`src/rtl/noc_pkt_pkg.sv`:
```
// ============================================================================
// noc_pkt_pkg : packet header codes and field layout shared by ring endpoints
// Rev 1.0
// ============================================================================
`default_nettype none

package noc_pkt_pkg;

  typedef enum logic [1:0] {
    HDR_IDLE     = 2'b00,
    HDR_DATA     = 2'b01,
    HDR_PREFETCH = 2'b10,
    HDR_LAST     = 2'b11
  } hdr_e;

  localparam int HDR_W    = 2;
  localparam int DATA_LSB = 0;

  // Layout, MSB first: {hdr, dest, data}
  function automatic int dest_lsb(input int dw);
    return 2 * dw;
  endfunction

  function automatic int hdr_lsb(input int dw, input int avw);
    return 2 * dw + avw;
  endfunction

  function automatic int calc_packet_width(input int dw, input int avw);
    return HDR_W + 2 * dw + avw;
  endfunction

endpackage

`default_nettype wire

```
`src/rtl/rx_sync_fifo.sv`:
```
// ============================================================================
// rx_sync_fifo : synchronous FIFO with registered head output and flush
// Rev 1.0
// ============================================================================
`default_nettype none

module rx_sync_fifo #(
  parameter int DEPTH = 8,
  parameter int WIDTH = 33,
  localparam int AW   = $clog2(DEPTH)
) (
  input  logic             clk,
  input  logic             rst,
  input  logic             i_flush,
  input  logic             i_push,
  input  logic [WIDTH-1:0] i_wdata,
  input  logic             i_pop,
  output logic [WIDTH-1:0] o_rdata,
  output logic             o_rvalid,
  output logic             o_full,
  output logic             o_empty
);

  logic [WIDTH-1:0] mem_q [DEPTH];
  logic [AW-1:0]    wr_ptr_q, wr_ptr_d;
  logic [AW-1:0]    rd_ptr_q, rd_ptr_d;
  logic [AW:0]      count_q, count_d;
  logic [WIDTH-1:0] rdata_q, rdata_d;
  logic             rvalid_q, rvalid_d;
  logic             do_push, do_pop;

  assign o_full   = (count_q == (AW+1)'(DEPTH));
  assign o_empty  = (count_q == '0);
  assign o_rdata  = rdata_q;
  assign o_rvalid = rvalid_q;

  // Full is judged on the registered count, so a pop never frees a slot early
  assign do_push = i_push & ~o_full & ~i_flush;
  assign do_pop  = i_pop & ~o_empty & ~i_flush;

  always_comb begin
    wr_ptr_d = wr_ptr_q + AW'(do_push);
    rd_ptr_d = rd_ptr_q + AW'(do_pop);
    count_d  = count_q + (AW+1)'(do_push) - (AW+1)'(do_pop);
    rvalid_d = (count_d != '0);
    rdata_d  = rdata_q;
    if (i_flush) begin
      wr_ptr_d = '0;
      rd_ptr_d = '0;
      count_d  = '0;
      rvalid_d = 1'b0;
      rdata_d  = '0;
    end else if (count_d != '0) begin
      // Head is the word being written when the FIFO was otherwise drained
      if (do_push && (wr_ptr_q == rd_ptr_d)) begin
        rdata_d = i_wdata;
      end else begin
        rdata_d = mem_q[rd_ptr_d];
      end
    end
  end

  always_ff @(posedge clk) begin
    if (rst) begin
      wr_ptr_q <= '0;
      rd_ptr_q <= '0;
      count_q  <= '0;
      rvalid_q <= 1'b0;
      rdata_q  <= '0;
    end else begin
      wr_ptr_q <= wr_ptr_d;
      rd_ptr_q <= rd_ptr_d;
      count_q  <= count_d;
      rvalid_q <= rvalid_d;
      rdata_q  <= rdata_d;
    end
  end

  always_ff @(posedge clk) begin
    if (do_push) begin
      mem_q[wr_ptr_q] <= i_wdata;
    end
  end

endmodule

`default_nettype wire

```
`src/rtl/local_packet_receiver.sv`:
```
// ============================================================================
// local_packet_receiver : ring destination endpoint; header decode, buffering,
//                         multicast forwarding and frame accounting
// Rev 1.0
// ============================================================================
`default_nettype none

module local_packet_receiver
  import noc_pkt_pkg::*;
#(
  parameter int datawidth            = 16,
  parameter int address_vector_width = 4,
  parameter int NODE_ID              = 0,
  parameter int N_sample             = 256,
  parameter int FIFO_DEPTH           = 8,
  localparam int packet_width        = calc_packet_width(datawidth, address_vector_width)
) (
  input  logic                        CLK,
  input  logic                        reset,
  input  logic [packet_width-1:0]     packet_in,
  output logic                        in_ready,
  input  logic                        scenario_update,
  output logic [2*datawidth-1:0]      out_data,
  output logic                        out_prefetch,
  output logic                        out_valid,
  input  logic                        out_ready,
  output logic [packet_width-1:0]     packet_fwd,
  output logic [$clog2(N_sample):0]   sample_count,
  output logic                        frame_done,
  output logic                        overflow
);

  localparam int DW  = 2 * datawidth;
  localparam int AVW = address_vector_width;
  localparam int CW  = $clog2(N_sample) + 1;

  hdr_e                    hdr;
  logic [AVW-1:0]          dest;
  logic [DW-1:0]           data;
  logic [AVW-1:0]          own_mask;
  logic [AVW-1:0]          fwd_dest;
  logic                    match, accept, drop;
  logic                    fifo_full, fifo_empty;
  logic [DW:0]             fifo_rdata;
  logic [CW-1:0]           count_inc;

  logic [packet_width-1:0] packet_fwd_q, packet_fwd_d;
  logic [CW-1:0]           sample_count_q, sample_count_d;
  logic                    frame_done_q, frame_done_d;
  logic                    overflow_q, overflow_d;

  assign hdr      = hdr_e'(packet_in[hdr_lsb(datawidth, AVW) +: HDR_W]);
  assign dest     = packet_in[dest_lsb(datawidth) +: AVW];
  assign data     = packet_in[DATA_LSB +: DW];
  assign own_mask = AVW'(1) << NODE_ID;
  assign fwd_dest = dest & ~own_mask;

  assign match  = (hdr != HDR_IDLE) & dest[NODE_ID];
  assign accept = match & ~fifo_full & ~scenario_update;
  assign drop   = match & fifo_full & ~scenario_update;

  rx_sync_fifo #(
    .DEPTH (FIFO_DEPTH),
    .WIDTH (DW + 1)
  ) u_fifo (
    .clk      (CLK),
    .rst      (reset),
    .i_flush  (scenario_update),
    .i_push   (accept),
    .i_wdata  ({hdr == HDR_PREFETCH, data}),
    .i_pop    (out_valid & out_ready & ~fifo_empty),
    .o_rdata  (fifo_rdata),
    .o_rvalid (out_valid),
    .o_full   (fifo_full),
    .o_empty  (fifo_empty)
  );

  assign in_ready     = ~fifo_full;
  assign out_prefetch = fifo_rdata[DW];
  assign out_data     = fifo_rdata[DW-1:0];
  assign count_inc    = sample_count_q + CW'(1);

  always_comb begin
    packet_fwd_d   = '0;
    sample_count_d = sample_count_q;
    frame_done_d   = 1'b0;
    overflow_d     = overflow_q;
    if (scenario_update) begin
      sample_count_d = '0;
      overflow_d     = 1'b0;
    end else begin
      if ((hdr != HDR_IDLE) && (fwd_dest != '0)) begin
        packet_fwd_d = {hdr, fwd_dest, data};
      end
      if (drop) begin
        overflow_d = 1'b1;
      end
      if (accept) begin
        if ((hdr == HDR_LAST) || (count_inc == CW'(N_sample))) begin
          frame_done_d   = 1'b1;
          sample_count_d = '0;
        end else begin
          sample_count_d = count_inc;
        end
      end
    end
  end

  always_ff @(posedge CLK) begin
    if (reset) begin
      packet_fwd_q   <= '0;
      sample_count_q <= '0;
      frame_done_q   <= 1'b0;
      overflow_q     <= 1'b0;
    end else begin
      packet_fwd_q   <= packet_fwd_d;
      sample_count_q <= sample_count_d;
      frame_done_q   <= frame_done_d;
      overflow_q     <= overflow_d;
    end
  end

  assign packet_fwd   = packet_fwd_q;
  assign sample_count = sample_count_q;
  assign frame_done   = frame_done_q;
  assign overflow     = overflow_q;

endmodule

`default_nettype wire
```
`config.mk`:
```
export PLATFORM = sky130hd
export DESIGN_NAME = local_packet_receiver
export DESIGN_NICKNAME = d
export VERILOG_FILES = /design/src/rtl/noc_pkt_pkg.sv /design/src/rtl/rx_sync_fifo.sv /design/src/rtl/local_packet_receiver.sv
export SDC_FILE = /design/constraint.sdc
export NUM_CORES = 1
export LEC_CHECK = 0
export ABC_AREA = 1
export BUFFER_PORTS_ARGS = -buffer_cell sky130_fd_sc_hd__buf_2
export CORE_MARGIN = 8
export CORE_UTILIZATION = 30
export CTS_BUF_LIST = sky130_fd_sc_hd__clkbuf_4 sky130_fd_sc_hd__clkbuf_8
export DETAILED_ROUTE_END_ITERATION = 10
export GPL_TIMING_DRIVEN = 0
export PLACE_DENSITY_LB_ADDON = 0.08
export SLEW_MARGIN = 0
export SYNTH_ARGS = -nofsm -noshare
export SYNTH_HDL_FRONTEND = slang
export SYNTH_SLANG_ARGS = --single-unit
```
`constraint.sdc`:
```
create_clock -name CLK -period 4.1 [get_ports CLK]
set_input_delay 0.41 -clock CLK [delete_from_list [all_inputs] [get_ports CLK]]
set_output_delay 0.41 -clock CLK [all_outputs]
set_load 0.01 [all_outputs]
```
# Word level (Yosys, flattened, before mapping)
# Memory sizes are Yosys's and may differ from the RTL's. A register that Yosys moved wholly into a read port is not among the register bits.
# Cells that the tools add are included.
# W data, S select, Z words.
[classes]
n_reduce_logical = 9
add_sub_neg = 5
bitwise = 16
eq_ne = 4
n_mux = 4
[ops]
columns = ["op", "count"]
rows = [
  ["$and A1 B1 Y1", 11],
  ["$add A9 B1 Y9 const B", 1],
  ["$eq A9 B9 Y1 const B", 1],
  ["$mux W9", 1],
  ["$reduce_bool A4 Y1", 2],
  ["$add A3 B1 Y3", 2],
  ["$reduce_or A3 Y1", 2],
  ["$not A1 Y1", 5],
  ["$add A4 B1 Y4", 1],
  ["$eq A2 B2 Y1 const B", 2],
  ["$eq A4 B4 Y1 const B", 1],
  ["$logic_not A4 Y1", 1],
  ["$sub A4 B1 Y4", 1],
  ["$mux W1", 3],
  ["$reduce_bool A2 Y1", 1],
  ["$reduce_or A2 Y1", 1],
  ["$logic_and A1 B1 Y1", 1],
  ["$logic_or A1 B1 Y1", 1],
]
[totals]
inputBits = 42
ramBits = 264
mem_count = 1
regBits = 60
elab_cells = 48
out_inout_bits = 84
[mem_list]
columns = ["memory", "words", "word_bits", "read_ports", "rd_ports_with_merged_regs", "write_ports", "line", "source"]
rows = [
  ["u_fifo.mem_q", 8, 33, 1, 1, 1, "rx_sync_fifo.sv:24", "logic [WIDTH-1:0] mem_q [DEPTH];"],
]

# Logic depth before layout (Yosys ltp)
[depth]
depth_word = 9
depth_mapped = 19
ltp_nobuf = 16

# Modules after synthesis
# Synthesis repeated with hierarchy kept, for this count alone.
[hier_totals]
hier_cells = 1595
hier_area_um2 = 15529.9
[modules_own_cells]
columns = ["mod", "seq_area_each_um2", "area_each_um2", "cells_per_inst", "n_inst"]
rows = [
  ["rx_sync_fifo", 8808.4, 13780.7, 1370, 1],
  ["local_packet_receiver", 960.9, 1749.2, 225, 1],
]

# Worst setup path after synthesis
# Ideal clock, no wire load.
[synth_path]
kind = "register to register"
from = "reg u_fifo.count_q[2]"
to = "mem u_fifo.mem_q[0][0], enable pin"
synth_period_minus_slack_ps = 3018
path_buffers = 0
setup_slack_ps = 1082
path_stages_with_launch = 8
required_time_ps = 3677
setup_time_ps = 423
t_arrival_ps = 2595
path_cell_list = "dfxtp_1 -> inv_1 -> ha_1 -> nand3_1 -> nand3_1 -> inv_1 -> nand2_1 -> nor2_1"
[synth_via]
elab_chain_len = 8
[synth_lines]
columns = ["element", "line", "source"]
rows = [
  ["from (decl)", "rx_sync_fifo.sv:27", "logic [AW:0] count_q, count_d;"],
  ["from (signal assigned)", "rx_sync_fifo.sv:73", "count_q <= count_d;"],
  ["$eq A4 B4 Y1 *", "rx_sync_fifo.sv:32", "assign o_full = (count_q == (AW+1)'(DEPTH));"],
  ["$not A1 Y1 *", "--", ""],
  ["named net in_ready", "local_packet_receiver.sv:21", "output logic in_ready,"],
  ["$and A1 B1 Y1 (2 in a row)", "local_packet_receiver.sv:59", "assign accept = match & ~fifo_full & ~scenario_update;"],
  ["$and A1 B1 Y1 * (2 in a row)", "rx_sync_fifo.sv:38", "assign do_push = i_push & ~o_full & ~i_flush;"],
  ["$mux W1 *", "rx_sync_fifo.sv:80", "if (do_push) begin"],
  ["$mux W1 (not written as such) *", "rx_sync_fifo.sv:81", "mem_q[wr_ptr_q] <= i_wdata;"],
  ["to (decl)", "rx_sync_fifo.sv:24", ""],
]
# Mark *: on every way through the listed nets, which the timed path passes. The rest lies on a longest branch.

# Worst setup path after layout
[layout_path]
from = "reg u_fifo.count_q[2]"
to = "reg u_fifo.rdata_q[32], in the netlist u_fifo.o_rdata[32] (read register of u_fifo.mem_q)"
[layout_via]
elab_chain_len = 9
elab_cells_between_ends = 15
cone_classes = "add/sub (3); eq/ne (1); bitwise (9); reduce/logical (2)"
[layout_lines]
columns = ["element", "line", "source"]
rows = [
  ["$eq A4 B4 Y1", "rx_sync_fifo.sv:32", ""],
  ["$not A1 Y1", "rx_sync_fifo.sv:38, local_packet_receiver.sv:59", ""],
  ["$and A1 B1 Y1 (2 in a row)", "local_packet_receiver.sv:59", ""],
  ["$and A1 B1 Y1 (2 in a row)", "rx_sync_fifo.sv:38", ""],
  ["$add A4 B1 Y4", "rx_sync_fifo.sv:44", "count_d = count_q + (AW+1)'(do_push) - (AW+1)'(do_pop);"],
  ["$sub A4 B1 Y4", "rx_sync_fifo.sv:44", ""],
  ["$reduce_bool A4 Y1", "rx_sync_fifo.sv:53", "end else if (count_d != '0) begin"],
  ["to (decl)", "rx_sync_fifo.sv:28", "logic [WIDTH-1:0] rdata_q, rdata_d;"],
]
# Parallel ways exist; a longest one is shown, timed or not.
# A chain may end at the register's enable or synchronous reset.

==> flow_summary.json <==
{
  "run_status": "completed",
  "synthAdderAreaFrac": 0.00876,
  "wirelength_mm": 49.4,
  "clockBufferDepth": 3,
  "synth-simple-area-share": 0.213,
  "clkSlewWorstSetupHoldPaths_ns": 0.05,
  "fin_crit_ns": 3.80,
  "period_share": 0.926,
  "cts_tree": "yes",
  "max_freq_mhz": 263,
  "worst-slew-pin-transition_ns": 1.18,
  "dieHeight_um": 241,
  "finalHoldViolations": 0,
  "cap_viol_max_count": 0,
  "io-pin-count": 126,
  "synth_compound_area_frac": 0.0272,
  "cp-end-kind": "flip-flop",
  "die_w_um": 241,
  "grt_setup_unrepaired": "false",
  "htree_levels": 3,
  "routed-via-count": 11100,
  "crit_path_start_kind": "flip-flop",
  "synthFlopType": "edfxtp_1",
  "synth.net_count": 1603,
  "yosysSeqAreaShare": 0.645,
  "synth-xor-area-share": 0.00587,
  "layout-drive-gt1-share": 0.169,
  "post_cts_buffers": 0,
  "synth_seq_cells": 356,
  "n_antenna_cell": 0,
  "critPathMaxFanout": 19,
  "grt_pass1_vias": 11400,
  "syn_area_mm2": 0.0151,
  "required_ns": 4.65,
  "syn-mean-instance-area_um2": 9.76,
  "antenna_found_initial": 1,
  "grt-ovfl-total": 0,
  "finalMaxSlewViolations": 0,
  "area_delta_synth_final_pct": 21.1,
  "skew_ns": 0.0285,
  "setup_viol": 0,
  "hp-class": "input port to flip-flop",
  "synth_edf_count": 264,
  "gp_congestion": 0.761,
  "final_util": 0.367,
  "drc": 0,
  "numPortBuffers": 124,
  "hold-worst-slack_ns": 0.0693,
  "dieArea_mm2": 0.0579,
  "fin_nets": 1810,
  "core_mm2": 0.0500,
  "total_leakage_power_uw": 0.00801,
  "synth_cell_types": 30,
  "wl_per_cell_um": 19.9,
  "grt_usage": 0.171,
  "grt_pass1_wl_mm": 73.0,
  "worstSetupPathType": "flip-flop to flip-flop",
  "synth_mux_area_frac": 0,
  "synth-async-reset-ratio": 0,
  "fillers": 5096,
  "viasPerCell": 4.49,
  "rows": 82,
  "clockRootBuffer": "clkbuf_8",
  "cts.sinks": 356,
  "start_util": 0.303,
  "drtIter0Drc": 654,
  "ant_nets": 0,
  "hpwl_mm": 32.1,
  "ys_warn_count": 0,
  "synth_top_family_by_area": "simple AND/OR/NAND/NOR gates",
  "grt_max_degree": 21,
  "worstPathArrival_ns": 4.35,
  "power_density_mw_per_mm2": 435,
  "max-slew-margin-rel": 0.207,
  "syn_inst": 1551,
  "cts_buffers": 69,
  "ir_drop_mv": 0.166,
  "drt_first_pass_iters": 5,
  "clk_latency_ns": 0.63
}
path summary, 6_finish.rpt:
check | from | slack [ns] | depth (start not counted) | end
setup / recovery | u_fifo.count_q[2] | 0.30 | 15 | u_fifo.o_rdata[32]
hold / removal | packet_in[37] | 0.07 | 3 | packet_fwd[37]
setup reg to reg | u_fifo.count_q[2] | 0.30 | 15 | u_fifo.o_rdata[32]
hold reg to reg | sample_count[1] | 0.51 | 2 | sample_count[1]
per-stage QoR:
| stage | instance area, um2 | TNS, ns | total power (uW) | cells | worst slack [ns] |
|---|---|---|---|---|---|
| after global placement | 16600 | -232.85 | 4390 | 2347 | -1.03 |
| after floorplan | 15100 | 0 | 4180 | 1551 | 1.08 |
| final | 18300 | 0 | 7980 | 2484 | 0.304 |
| after CTS | 18300 | 0 | 8120 | 2484 | 0.0751 |
| after global routing | 18300 | 0 | 8310 | 2484 | 0.00892 |
| after detailed placement | 16800 | -13.80 | 4390 | 2355 | -0.553 |
cells in the mapped netlist, drive strengths merged, types with 2 or more instances:
cell type,count,area share
a21oi,44,0.015
buf,43,0.014
clkbuf,42,0.010
clkinv,2,0.00050
dfxtp,92,0.12
edfxtp,264,0.52
ha,9,0.0074
inv,305,0.076
nand2,175,0.044
nand3,349,0.12
nand3b,34,0.017
nand4,2,0.00083
nor2,140,0.035
o21ai,37,0.012
xnor2,5,0.0041
xor2,3,0.0017
per-layer routing:
| metal | vias to the layer above | part of all wire | GRT usage |
|---|---|---|---|
| li1 | 5495 | - | - |
| met1 | 5297 | 0.45 | 0.220 |
| met2 | 279 | 0.46 | 0.278 |
| met3 | 72 | 0.065 | 0.0412 |
| met4 | 2 | 0.024 | 0.0616 |
| met5 | - | 0.00018 | 0 |
what timing repair did:
action                                  CTS  global route
cloned                                    0             0
gates resized for setup                  11             5
endpoints found under the setup margin   34            30
pin swaps                                 0             0
hold endpoints to repair                  5             0
hold buffers                              5             0
registers in the layout (all words and copies together) (netlist names):
name             flops
packet_fwd          37
u_fifo.wr_ptr_q      3
overflow             1
sample_count         9
u_fifo.rd_ptr_q      3
u_fifo.o_rdata      33
u_fifo.mem_q       264
u_fifo.count_q       4
u_fifo.o_rvalid      1
frame_done           1
worst max-delay path, stage by stage (launching register included):
cell	delay, ns
dfxtp_1	0.29
inv_1	0.10
ha_1	0.16
nand3_1	0.11
nand3_2	0.26
buf_2	0.56
inv_1	0.09
ha_1	0.28
clkbuf_1	0.24
inv_1	0.17
clkbuf_2	0.34
clkbuf_1	0.51
nand3_1	0.14
nand3_1	0.09
nand3_1	0.18
a21oi_1	0.18
kinds of logic (layout without fill, tap and decap cells):
group	Yosys count	in the layout
and+or+nand+nor	702	702
DFF	356	356
other	1	1
AOI/OAI and AO/OA	82	82
buffers and inverters	392	653
adders and majority gates	10	10
xor gates and xnor gates	8	8
report_power, final:
part / internal [uW] / switching (uW)
Combinational: 105 / 274
Clock: 2140 / 1530
Sequential: 3920 / 17.4
cell usage in the layout, fill, tap and decap left out, types with 15 or more instances in the layout:
cell type | synthesis | routed
nand3_1 | 348 | 347
edfxtp_1 | 264 | 264
inv_1 | 304 | 303
clkbuf_1 | 42 | 31
clkbuf_4 | 0 | 37
a21oi_1 | 44 | 44
o21ai_0 | 36 | 36
dfxtp_1 | 92 | 92
nand2_1 | 173 | 173
nand3b_1 | 34 | 34
buf_2 | 23 | 148
buf_1 | 17 | 15
clkbuf_8 | 0 | 82
nor2_1 | 139 | 131
cell type report:
| class | count | area (um2) | share of cell area |
|---|---|---|---|
| multi-input combinational | 803 | 3920 | 0.214 |
| tap | 672 | 841 | 0.0458 |
| buffer | 84 | 374 | 0.0204 |
| inverter | 307 | 1150 | 0.0628 |
| sequential | 356 | 9770 | 0.533 |
| clock buffer | 119 | 1410 | 0.0767 |
| timing repair buffer | 137 | 846 | 0.0461 |
| clock inverter | 6 | 27.5 | 0.00150 |
Note: power is estimated with default switching activity, not from simulation.
